`src/rtl/map_blitter.sv`:
```
// -----------------------------------------------------------------------------
// map_blitter
//
// Copies one MAP_W x MAP_H tile image, chosen from NUM_MAPS images stored back
// to back in an external ROM, into VGA memory at screen origin (X_OFF, Y_OFF).
// The ROM read latency (MEM_LAT) is hidden by a coordinate pipeline of the same
// depth. Each colour word therefore reaches the VGA port in the same cycle as
// its own x/y coordinates.
//
// Handshake with the control FSM:
//   enable high in IDLE starts a draw.
//   draw_done is raised once every pixel has been written.
//   enable low at any point returns the block to IDLE. An aborted draw never
//   raises draw_done.
//
// Ports
//   clock      in   system clock
//   reset      in   synchronous, active-high reset
//   enable     in   level request: high = draw, low = abort / acknowledge done
//   map_sel    in   image index, sampled only on the IDLE->DRAW step
//   mem_addr   out  ROM read address (registered)
//   mem_q      in   ROM word for the address issued MEM_LAT edges earlier
//   x_pos      out  VGA x coordinate (registered)
//   y_pos      out  VGA y coordinate (registered)
//   colour     out  VGA colour, aligned with x_pos / y_pos
//   VGA_write  out  VGA write enable
//   busy       out  high while drawing or flushing the pipeline
//   draw_done  out  high once the image is complete, until enable drops
//
// ROM timing: a word whose address appears on mem_addr in cycle c is captured
// by the output register on the edge MEM_LAT cycles later.
// -----------------------------------------------------------------------------
module map_blitter #(
  parameter int MAP_W    = 256,
  parameter int MAP_H    = 176,
  parameter int X_OFF    = 0,
  parameter int Y_OFF    = 64,
  parameter int NUM_MAPS = 4,
  parameter int COLOUR_W = 3,
  parameter int MEM_LAT  = 1,
  parameter int ADDR_W   = 18,
  localparam int SEL_W   = (NUM_MAPS > 1) ? $clog2(NUM_MAPS) : 1
) (
  input  logic                clock,
  input  logic                reset,
  input  logic                enable,
  input  logic [SEL_W-1:0]    map_sel,
  output logic [ADDR_W-1:0]   mem_addr,
  input  logic [COLOUR_W-1:0] mem_q,
  output logic [8:0]          x_pos,
  output logic [7:0]          y_pos,
  output logic [COLOUR_W-1:0] colour,
  output logic                VGA_write,
  output logic                busy,
  output logic                draw_done
);

  // ---------------------------------------------------------------------------
  // Constants
  // ---------------------------------------------------------------------------
  localparam logic [1:0] S_IDLE  = 2'd0;
  localparam logic [1:0] S_DRAW  = 2'd1;
  localparam logic [1:0] S_FLUSH = 2'd2;
  localparam logic [1:0] S_DONE  = 2'd3;

  localparam int             IMG_SIZE   = MAP_W * MAP_H;
  localparam logic [8:0]     COL_LAST   = 9'(MAP_W - 1);
  localparam logic [7:0]     ROW_LAST   = 8'(MAP_H - 1);
  localparam logic [8:0]     X_BASE     = 9'(X_OFF);
  localparam logic [7:0]     Y_BASE     = 8'(Y_OFF);
  localparam logic [1:0]     FLUSH_LAST = 2'(MEM_LAT - 1);
  localparam logic [SEL_W:0] SEL_LIMIT  = (SEL_W + 1)'(NUM_MAPS);

  // ---------------------------------------------------------------------------
  // Elaboration-time parameter checks
  // ---------------------------------------------------------------------------
  if (MAP_W < 1 || MAP_W > 320) begin : g_bad_map_w
    $error("map_blitter: MAP_W must be in 1..320");
  end
  if (MAP_H < 1 || MAP_H > 240) begin : g_bad_map_h
    $error("map_blitter: MAP_H must be in 1..240");
  end
  if (X_OFF < 0 || X_OFF + MAP_W - 1 > 319) begin : g_bad_x_span
    $error("map_blitter: image exceeds screen width");
  end
  if (Y_OFF < 0 || Y_OFF + MAP_H - 1 > 239) begin : g_bad_y_span
    $error("map_blitter: image exceeds screen height");
  end
  if (MEM_LAT < 1 || MEM_LAT > 3) begin : g_bad_lat
    $error("map_blitter: MEM_LAT must be in 1..3");
  end
  if (NUM_MAPS < 1 || (NUM_MAPS & (NUM_MAPS - 1)) != 0) begin : g_bad_maps
    $error("map_blitter: NUM_MAPS must be a power of two");
  end
  if (longint'(NUM_MAPS) * longint'(IMG_SIZE) > (longint'(1) << ADDR_W)) begin : g_bad_addr_w
    $error("map_blitter: ADDR_W too narrow for the ROM contents");
  end

  // Start address of image `sel`. The multiplier is a constant, so this
  // reduces to shifts and adds. The result is used only once, at draw start.
  function automatic logic [ADDR_W-1:0] map_base(input logic [SEL_W-1:0] sel);
    logic [ADDR_W-1:0] sel_wide;
    sel_wide = ADDR_W'(sel);
    return sel_wide * ADDR_W'(IMG_SIZE);
  endfunction

  // ---------------------------------------------------------------------------
  // Signals
  // ---------------------------------------------------------------------------
  logic [1:0]                  state_r;
  logic [1:0]                  state_nx_s;
  logic [8:0]                  col_r;
  logic [8:0]                  col_nx_s;
  logic [7:0]                  row_r;
  logic [7:0]                  row_nx_s;
  logic [1:0]                  flush_cnt_r;
  logic [1:0]                  flush_cnt_nx_s;
  logic [ADDR_W-1:0]           addr_nx_s;
  logic [SEL_W-1:0]            sel_clamped_s;
  logic                        last_pix_s;
  logic                        flush_last_s;
  logic                        clear_s;
  logic                        push_valid_s;
  logic [8:0]                  push_x_s;
  logic [7:0]                  push_y_s;

  // Coordinate pipeline. Index 0 holds the pixel whose address is currently
  // on mem_addr. Index MEM_LAT-1 is the pixel whose word is on mem_q.
  logic [MEM_LAT-1:0]          pipe_valid_r;
  logic [MEM_LAT-1:0][8:0]     pipe_x_r;
  logic [MEM_LAT-1:0][7:0]     pipe_y_r;

  // The col/row counters track the pixel currently presented on mem_addr.
  assign last_pix_s   = (col_r == COL_LAST) && (row_r == ROW_LAST);
  assign flush_last_s = (flush_cnt_r == FLUSH_LAST);

  // Any step into IDLE (abort, acknowledge, or idling) wipes the pipeline
  // and the VGA-side outputs on that same edge.
  assign clear_s      = (state_nx_s == S_IDLE);
  assign push_valid_s = (state_nx_s == S_DRAW);
  assign push_x_s     = X_BASE + col_nx_s;
  assign push_y_s     = Y_BASE + row_nx_s;

  // Fold out-of-range image indices onto image 0.
  always_comb begin
    sel_clamped_s = map_sel;
    if ({1'b0, map_sel} >= SEL_LIMIT) begin
      sel_clamped_s = '0;
    end else begin
      sel_clamped_s = map_sel;
    end
  end

  // Next state, next pixel counters, next ROM address and flush counter.
  always_comb begin
    state_nx_s     = S_IDLE;
    col_nx_s       = 9'd0;
    row_nx_s       = 8'd0;
    flush_cnt_nx_s = 2'd0;
    addr_nx_s      = '0;
    case (state_r)
      S_IDLE: begin
        if (enable) begin
          // Pixel 0 is issued on the same edge that enters DRAW. The image
          // base is folded into the running address here and never needed
          // again, so a change on map_sel mid-draw has nothing to act on.
          state_nx_s = S_DRAW;
          addr_nx_s  = map_base(sel_clamped_s);
        end else begin
          state_nx_s = S_IDLE;
        end
      end
      S_DRAW: begin
        if (!enable) begin
          state_nx_s = S_IDLE;
        end else if (last_pix_s) begin
          state_nx_s = S_FLUSH;
        end else begin
          state_nx_s = S_DRAW;
          // Images are stored row-major, so the address simply increments,
          // including across a row wrap.
          addr_nx_s  = mem_addr + ADDR_W'(1'b1);
          if (col_r == COL_LAST) begin
            col_nx_s = 9'd0;
            row_nx_s = row_r + 8'd1;
          end else begin
            col_nx_s = col_r + 9'd1;
            row_nx_s = row_r;
          end
        end
      end
      S_FLUSH: begin
        if (!enable) begin
          state_nx_s = S_IDLE;
        end else if (flush_last_s) begin
          state_nx_s = S_DONE;
        end else begin
          state_nx_s     = S_FLUSH;
          flush_cnt_nx_s = flush_cnt_r + 2'd1;
        end
      end
      S_DONE: begin
        if (!enable) begin
          state_nx_s = S_IDLE;
        end else begin
          state_nx_s = S_DONE;
        end
      end
      default: begin
        state_nx_s = S_IDLE;
      end
    endcase
  end

  // State, pixel counters and ROM address register.
  always_ff @(posedge clock) begin
    if (reset) begin
      state_r     <= S_IDLE;
      col_r       <= 9'd0;
      row_r       <= 8'd0;
      flush_cnt_r <= 2'd0;
      mem_addr    <= '0;
    end else begin
      state_r     <= state_nx_s;
      col_r       <= col_nx_s;
      row_r       <= row_nx_s;
      flush_cnt_r <= flush_cnt_nx_s;
      mem_addr    <= addr_nx_s;
    end
  end

  if (MEM_LAT == 1) begin : g_pipe_one
    // Single-stage coordinate pipeline.
    always_ff @(posedge clock) begin
      if (reset) begin
        pipe_valid_r <= '0;
        pipe_x_r     <= '0;
        pipe_y_r     <= '0;
      end else if (clear_s) begin
        pipe_valid_r <= '0;
        pipe_x_r     <= '0;
        pipe_y_r     <= '0;
      end else begin
        pipe_valid_r <= push_valid_s;
        pipe_x_r     <= push_x_s;
        pipe_y_r     <= push_y_s;
      end
    end
  end else begin : g_pipe_multi
    // Multi-stage coordinate pipeline. Entries shift toward the higher index.
    always_ff @(posedge clock) begin
      if (reset) begin
        pipe_valid_r <= '0;
        pipe_x_r     <= '0;
        pipe_y_r     <= '0;
      end else if (clear_s) begin
        pipe_valid_r <= '0;
        pipe_x_r     <= '0;
        pipe_y_r     <= '0;
      end else begin
        pipe_valid_r <= {pipe_valid_r[MEM_LAT-2:0], push_valid_s};
        pipe_x_r     <= {pipe_x_r[MEM_LAT-2:0], push_x_s};
        pipe_y_r     <= {pipe_y_r[MEM_LAT-2:0], push_y_s};
      end
    end
  end

  // VGA-side output register. The colour word and its coordinates are
  // captured together. They hold while no write is pending, so colour is
  // never X after reset.
  always_ff @(posedge clock) begin
    if (reset) begin
      VGA_write <= 1'b0;
      x_pos     <= 9'd0;
      y_pos     <= 8'd0;
      colour    <= '0;
      busy      <= 1'b0;
      draw_done <= 1'b0;
    end else if (clear_s) begin
      VGA_write <= 1'b0;
      x_pos     <= 9'd0;
      y_pos     <= 8'd0;
      colour    <= '0;
      busy      <= 1'b0;
      draw_done <= 1'b0;
    end else begin
      VGA_write <= pipe_valid_r[MEM_LAT-1];
      busy      <= (state_nx_s == S_DRAW) || (state_nx_s == S_FLUSH);
      draw_done <= (state_nx_s == S_DONE);
      if (pipe_valid_r[MEM_LAT-1]) begin
        x_pos  <= pipe_x_r[MEM_LAT-1];
        y_pos  <= pipe_y_r[MEM_LAT-1];
        colour <= mem_q;
      end else begin
        x_pos  <= x_pos;
        y_pos  <= y_pos;
        colour <= colour;
      end
    end
  end

endmodule
```
`config.mk`:
```
export PLATFORM = sky130hd
export DESIGN_NAME = map_blitter
export DESIGN_NICKNAME = d
export VERILOG_FILES = /design/src/rtl/map_blitter.sv
export SDC_FILE = /design/constraint.sdc
export NUM_CORES = 1
export LEC_CHECK = 0
export CAP_MARGIN = 20
export CORE_ASPECT_RATIO = 1.2
export CORE_UTILIZATION = 53
export DETAILED_ROUTE_END_ITERATION = 8
export GPL_TIMING_DRIVEN = 0
export PLACE_DENSITY = 0.9
export SLEW_MARGIN = 30
export SYNTH_ARGS = -nofsm -noshare
export SYNTH_HDL_FRONTEND = slang
export SYNTH_SLANG_ARGS = --single-unit
```
`constraint.sdc`:
```
create_clock -name clock -period 2.6 [get_ports clock]
set_input_delay 0.52 -clock clock [delete_from_list [all_inputs] [get_ports clock]]
set_output_delay 0.52 -clock clock [all_outputs]
set_load 0.02 [all_outputs]
```
==> results of run 1 <==
[layout make-up]
| type | instances | area [um^2] | share of cell area |
|---|---|---|---|
| Buffer | 12 | 61.3 | 0.0157 |
| Sequential cell | 80 | 1610 | 0.410 |
| Multi-Input combinational cell | 220 | 1450 | 0.371 |
| Clock buffer | 10 | 138 | 0.0352 |
| Inverter | 11 | 41.3 | 0.0105 |
| Timing Repair Buffer | 47 | 470 | 0.120 |
| Tap cell | 80 | 100 | 0.0256 |
| Clock inverter | 6 | 45.0 | 0.0115 |
[routing by layer]
metal	up-vias	part of all wire	routed length [um]	GRT usage
met5	-	0	0	0
met4	0	0.023	133	0.0998
met3	14	0.044	254	0.0686
met2	56	0.48	2750	0.331
met1	1059	0.45	2610	0.230
li1	1189	-	-	-
[stage by stage]
stage	setup slack (ps)	TNS (ps)	hold slack, ps	utilization	std cells
6_report	179	0	448	0.691	466
3_3_place_gp	23.3	0	409	0.654	450
2_1_floorplan	364	0	401	-	323
5_1_grt	28.9	0	462	0.691	466
3_5_place_dp	-33.8	-363	436	0.654	450
4_1_cts	0.726	0	448	0.688	466
[registers in the layout, indices dropped and copies added, names as in the netlist]
register and count:
mem_addr 18, col_r 9, pipe_x_r 9, x_pos 9, pipe_y_r 8, row_r 8, y_pos 8, colour 3
flush_cnt_r 2, state_r 2, VGA_write 1, busy 1, draw_done 1, pipe_valid_r 1
[final timing paths]
check        depth (start not counted)                      start                         to  slack (ps)
max reg2reg                         10        row_r[0]$_SDFF_PP0_      y_pos[3]$_SDFFE_PP0P_         180
min                                  1  flush_cnt_r[0]$_SDFF_PP0_  flush_cnt_r[0]$_SDFF_PP0_         450
min reg2reg                          1  flush_cnt_r[0]$_SDFF_PP0_  flush_cnt_r[0]$_SDFF_PP0_         450
max                                 10        row_r[0]$_SDFF_PP0_      y_pos[3]$_SDFFE_PP0P_         180
[cells by family after synthesis]
family / after synthesis
and+or+nand+nor: 146
DFF: 80
xor gates and xnor gates: 31
buffers and inverters: 23
muxes: 21
AOI/OAI and AO/OA: 12
adders and majority gates: 10
[worst max-delay path: cells and delay by family, from the launching register on]
| kind | cells | cell delay, ps |
|---|---|---|
| AND/OR/NAND/NOR | 6 | 1240 |
| buffers and inverters | 1 | 200 |
| AO/OA/AOI/OAI | 1 | 110 |
| flip-flops | 1 | 380 |
| adder cells (fa/ha/maj) | 2 | 440 |
[layout by cell type, fill, tap and decap left out, types with 4 or more instances in the layout]
cell,count
and3_1,4
xnor2_1,13
clkbuf_8,10
inv_1,11
ha_1,7
nor4_1,7
nand3_1,10
dfxtp_1,77
buf_2,7
nand2_1,13
xor2_1,18
nand4_1,6
nor2_1,69
clkdlybuf4s50_1,47
and2_1,5
mux2i_1,21
[power breakdown]
part	switching, mW	internal, mW	total (mW)	leakage, nW
registers	0.00750	1.23	1.24	0.647
clock network	0.441	0.373	0.815	0.0845
logic	0.0469	0.0382	0.0851	0.623
[timing repair]
action,CTS,global route
endpoints found under the setup margin,27,28
gates resized for setup,4,9
pin swaps,0,0
==> flow_summary.ini, run 1 <==
[status]
run_status = finished, final reports clean

[clock_tree]
cts-root-buf = clkbuf_8
ctsHoldBuffers = 0
post_cts_buffers = 0
h-tree-depth = 3
clk_pin_slew_worst_paths_ps = 80
cts_buffer_depth = 2
cts_tree = built
cts_made_buffers = 9
cts.sinks = 80
clock_latency_ps = 350

[synth]
syn_area_um2 = 3140
synth-simple-area-share = 0.239
synth.top_cells.by_count = dfxtp_1, nor2_1, mux2i_1, xor2_1
ys_ff_latch = 80
yosysMostFrequentCell = dfxtp_1
yosysTopAreaCellShare = 0.510
synth-edff-count = 0
synth_fa_ha_area_frac = 0.0399
synth_flop_cell = dfxtp_1
synthesis.nets = 341
yosys.area.top_type = dfxtp_1
synth_top_family_by_area = simple AND/OR/NAND/NOR gates
netlist_instances = 323
syn_area_per_cell_um2 = 9.72
synth_compound_area_frac = 0.0255
netlist-cell-type-count = 44
synthTopCellsByArea = dfxtp_1, nor2_1, mux2i_1
synth-xor-area-share = 0.0865
yosys_warnings = 0
yosysSeqAreaShare = 0.510
synthArstFlopShare = 0
synth.mux.area_fraction = 0.0670

[floorplanning]
die_h_um = 86.3
start_util = 0.554
dieWidth_um = 72.2
ios = 49
core_um2 = 5670
dieArea_um2 = 6230
fp-row-count = 30

[power_and_ir_drop]
p_leak_nw = 1.35
power_density_nw_per_um2 = 547
fin_total_pwr_mw = 2.14
ir_drop_uv = 334

[hold_path]
hp-class = reg2reg

[route]
wl_um = 5740
drc = 0
ant_nets = 0
vias_per_cell = 4.97
dr.pass1.iters = 4
drt-initial-drc-count = 64
vias = 2318
wl_per_cell_um = 12.3

[timing]
hold_viol = 0
finClkSkew_ps = 11.0
worstMarginPinSlew_ps = 688
post-route-period-util = 0.931
finalSetupViolations = 0
fin_crit_ps = 2420
rsz0062_at_grt = false
max_slew_margin = 0.541
max_freq_mhz = 413
slew_viol_final = 0

[grt]
overflow = 0
grt_pass1_wl_um = 9630
antenna_found_initial = 0
grt_max_degree = 15
grt_usage = 0.200
grt_pass1_vias = 2215

[layout]
design_area_um2 = 3920
insertedDiodeCount = 0
drive_above_1_share = 0.117
area.growth.synth_to_final_pct = 24.8
nFillCells = 428
final_net_count = 399

[critical_path]
path_max_fanout = 10
max_stage_delay_ps = 380
startpoint_type = flop
cp-end-kind = flop
crit_top_cell = ha_2
crit_chain = ha_2 > nand4b_1 > or3_1 > nor2_2 > a21oi_1 > nand2b_1 > ha_2 > or2_2 > buf_2 > nor2_1
worstPathArrival_ps = 2700
crit_slowest_cell = dfxtp_2
cp.required_ps = 2880
path_class = reg2reg

[place]
dpl_cell_area_um2 = 3710
gp_congestion = 0.840
portBuffers = 47
hpwl_um = 4090

[run]
maxCapViolations = 0
Power figures use the tool's default switching activity.
==> run 2, diff against run 1 <==
--- a/config.mk
+++ b/config.mk
@@ -7,11 +7,12 @@
 export LEC_CHECK = 0
 export CAP_MARGIN = 20
 export CORE_ASPECT_RATIO = 1.2
-export CORE_UTILIZATION = 53
+export CORE_UTILIZATION = 48
 export DETAILED_ROUTE_END_ITERATION = 8
 export GPL_TIMING_DRIVEN = 0
-export PLACE_DENSITY = 0.9
+export PLACE_DENSITY = 0.86
 export SLEW_MARGIN = 30
 export SYNTH_ARGS = -nofsm -noshare
 export SYNTH_HDL_FRONTEND = slang
 export SYNTH_SLANG_ARGS = --single-unit
+export TNS_END_PERCENT = 30
==> constraint.sdc (replaced) <==
create_clock -name clock -period 1.95 [get_ports clock]
set_input_delay 0.39 -clock clock [delete_from_list [all_inputs] [get_ports clock]]
set_output_delay 0.39 -clock clock [all_outputs]
set_load 0.02 [all_outputs]
==> run 2 against run 1 <==
Against the previous run: final cell count up 2.8%; critical path depth unchanged; cell area up 8.0%; the run now ends with setup timing left; clock power up 60%; die area up 10%; largest power group unchanged; core utilization down 0.52 points.
==> flow_summary.ini, run 2 (synthesis results as in run 1) <==
[clock_tree]
h-tree-depth = 3
cts_buffer_depth = 2
cts-root-buf = clkbuf_8
cts.sinks = 80
cts_tree = built
clock_latency_ps = 350
cts_made_buffers = 9
clk_pin_slew_worst_paths_ps = 80

[layout]
final_cell_mix = dfxtp_1, nor2_1, clkdlybuf4s50_1, mux2i_1, xor2_1
design_area_um2 = 4230
layout_commonest_cell = dfxtp_1
nFillCells = 461
area.growth.synth_to_final_pct = 34.7
drive_above_1_share = 0.194
regArea_um2 = 1620
insertedDiodeCount = 0
multiInputGateArea_um2 = 1590
largest_register_ffs = 18
final_net_count = 410
fin_cells = 479
regMostFlops = mem_addr

[place]
dpl_cell_area_um2 = 3790
portBuffers = 47
hpwl_um = 4270
pre_cts_ws_ps = -525
dp_cells = 452
gp_congestion = 0.817

[timing]
rsz0062_at_grt = true
fin_crit_ps = 2100
post-route-period-util = 1.07
max_slew_margin = 0.540
finalSetupViolations = 33
worstMarginPinSlew_ps = 690
max_freq_mhz = 477
hold_viol = 0
final.setup.worst_slack_ps = -145
finClkSkew_ps = 11.5
slew_viol_final = 0

[floorplanning]
ios = 49
fp-row-count = 31
core_um2 = 6170
dieWidth_um = 75.8
dieArea_um2 = 6870
die_h_um = 90.6
start_util = 0.509

[hold_path]
hp-class = in2reg

[critical_path]
worstPathArrival_ps = 2380
cp-end-kind = flop
startpoint_type = flop
crit_slowest_cell = dfxtp_4
crit_chain = ha_4 > and3b_2 > nand3_4 > nor2_4 > a31oi_2 > nand2_2 > ha_4 > or2_4 > clkbuf_8 > nor2_2
path_max_fanout = 6
cp.required_ps = 2230
max_stage_delay_ps = 370
path_class = reg2reg
crit_top_cell = ha_4
rrSetupSlack_ps = -150

[route]
wl_per_cell_um = 13.3
drc = 0
drt-initial-drc-count = 87
ant_nets = 0
vias_per_cell = 5.04
wl_um = 6350
vias = 2413
dr.pass1.iters = 4

[grt]
grt_usage = 0.199
grt_pass1_wl_um = 10500
grt_max_degree = 14
grt_pass1_vias = 2406
antenna_found_initial = 0
overflow = 0

[power_and_ir_drop]
power_density_nw_per_um2 = 730
p_leak_nw = 1.49
ir_drop_uv = 424

[status]
run_status = finished, violations left
violations = setup timing

[run]
maxCapViolations = 0
==> run 2: through the flow <==
stage / total power, mW / utilization / TNS [ps] / hold WS [ps]
floorplan: 1.76 / - / -372 / 401
global placement: 1.80 / 0.615 / -9170 / 408
detailed placement: 1.81 / 0.615 / -12900 / 413
CTS: 3.11 / 0.677 / -3830 / 352
global route: 3.19 / 0.686 / -6440 / 381
finish: 3.09 / 0.686 / -2990 / 373
==> run 2: what timing repair did <==
action / CTS / global route
setup endpoints to repair: 40 / 43
cloned: 2 / 0
gates resized for setup: 26 / 11
pin swaps: 30 / 3
hold buffers: 0 / 0
buffers inserted: 7 / 2
==> run 2: cell type report <==
| class | instances | share of cell area |
|---|---|---|
| Buffer | 12 | 0.0204 |
| Clock buffer | 11 | 0.0311 |
| Clock inverter | 5 | 0.0192 |
| Inverter | 11 | 0.00977 |
| Multi-Input combinational cell | 220 | 0.377 |
| Sequential cell | 80 | 0.383 |
| Tap cell | 82 | 0.0243 |
| Timing Repair Buffer | 58 | 0.136 |
==> run 2: worst paths after layout <==
check | depth (start not counted) | start | to
worst max-delay path | 10 | col_r[1]$_SDFF_PP0_ | x_pos[6]$_SDFFE_PP0P_
worst min-delay path | 2 | reset | state_r[1]$_SDFF_PP0_
worst max register to register | 10 | col_r[1]$_SDFF_PP0_ | x_pos[6]$_SDFFE_PP0P_
worst min register to register | 1 | flush_cnt_r[0]$_SDFF_PP0_ | flush_cnt_r[0]$_SDFF_PP0_
==> run 2: metal layers <==
metal,vias to the layer above,share of wire,GRT usage
met5,-,0,0
met4,0,0.015,0.0957
met3,6,0.044,0.0480
met2,67,0.51,0.334
met1,1126,0.43,0.229
li1,1214,-,-
==> run 2: critical path: cells and delay by family, from the launching register on <==
| family | cells | cell delay [ps] |
|---|---|---|
| adder cells (fa/ha/maj) | 2 | 380 |
| buffers and inverters | 1 | 180 |
| AND/OR/NAND/NOR | 6 | 870 |
| AO/OA/AOI/OAI | 1 | 230 |
| flip-flops | 1 | 370 |
==> run 2: where the power goes <==
part           switching [mW]  internal (mW)  leakage, nW  total [mW]
logic                  0.0745         0.0669        0.734       0.141
registers              0.0103           1.64        0.649        1.65
clock network           0.575          0.722        0.104        1.30
total                   0.659           2.43         1.49        3.09
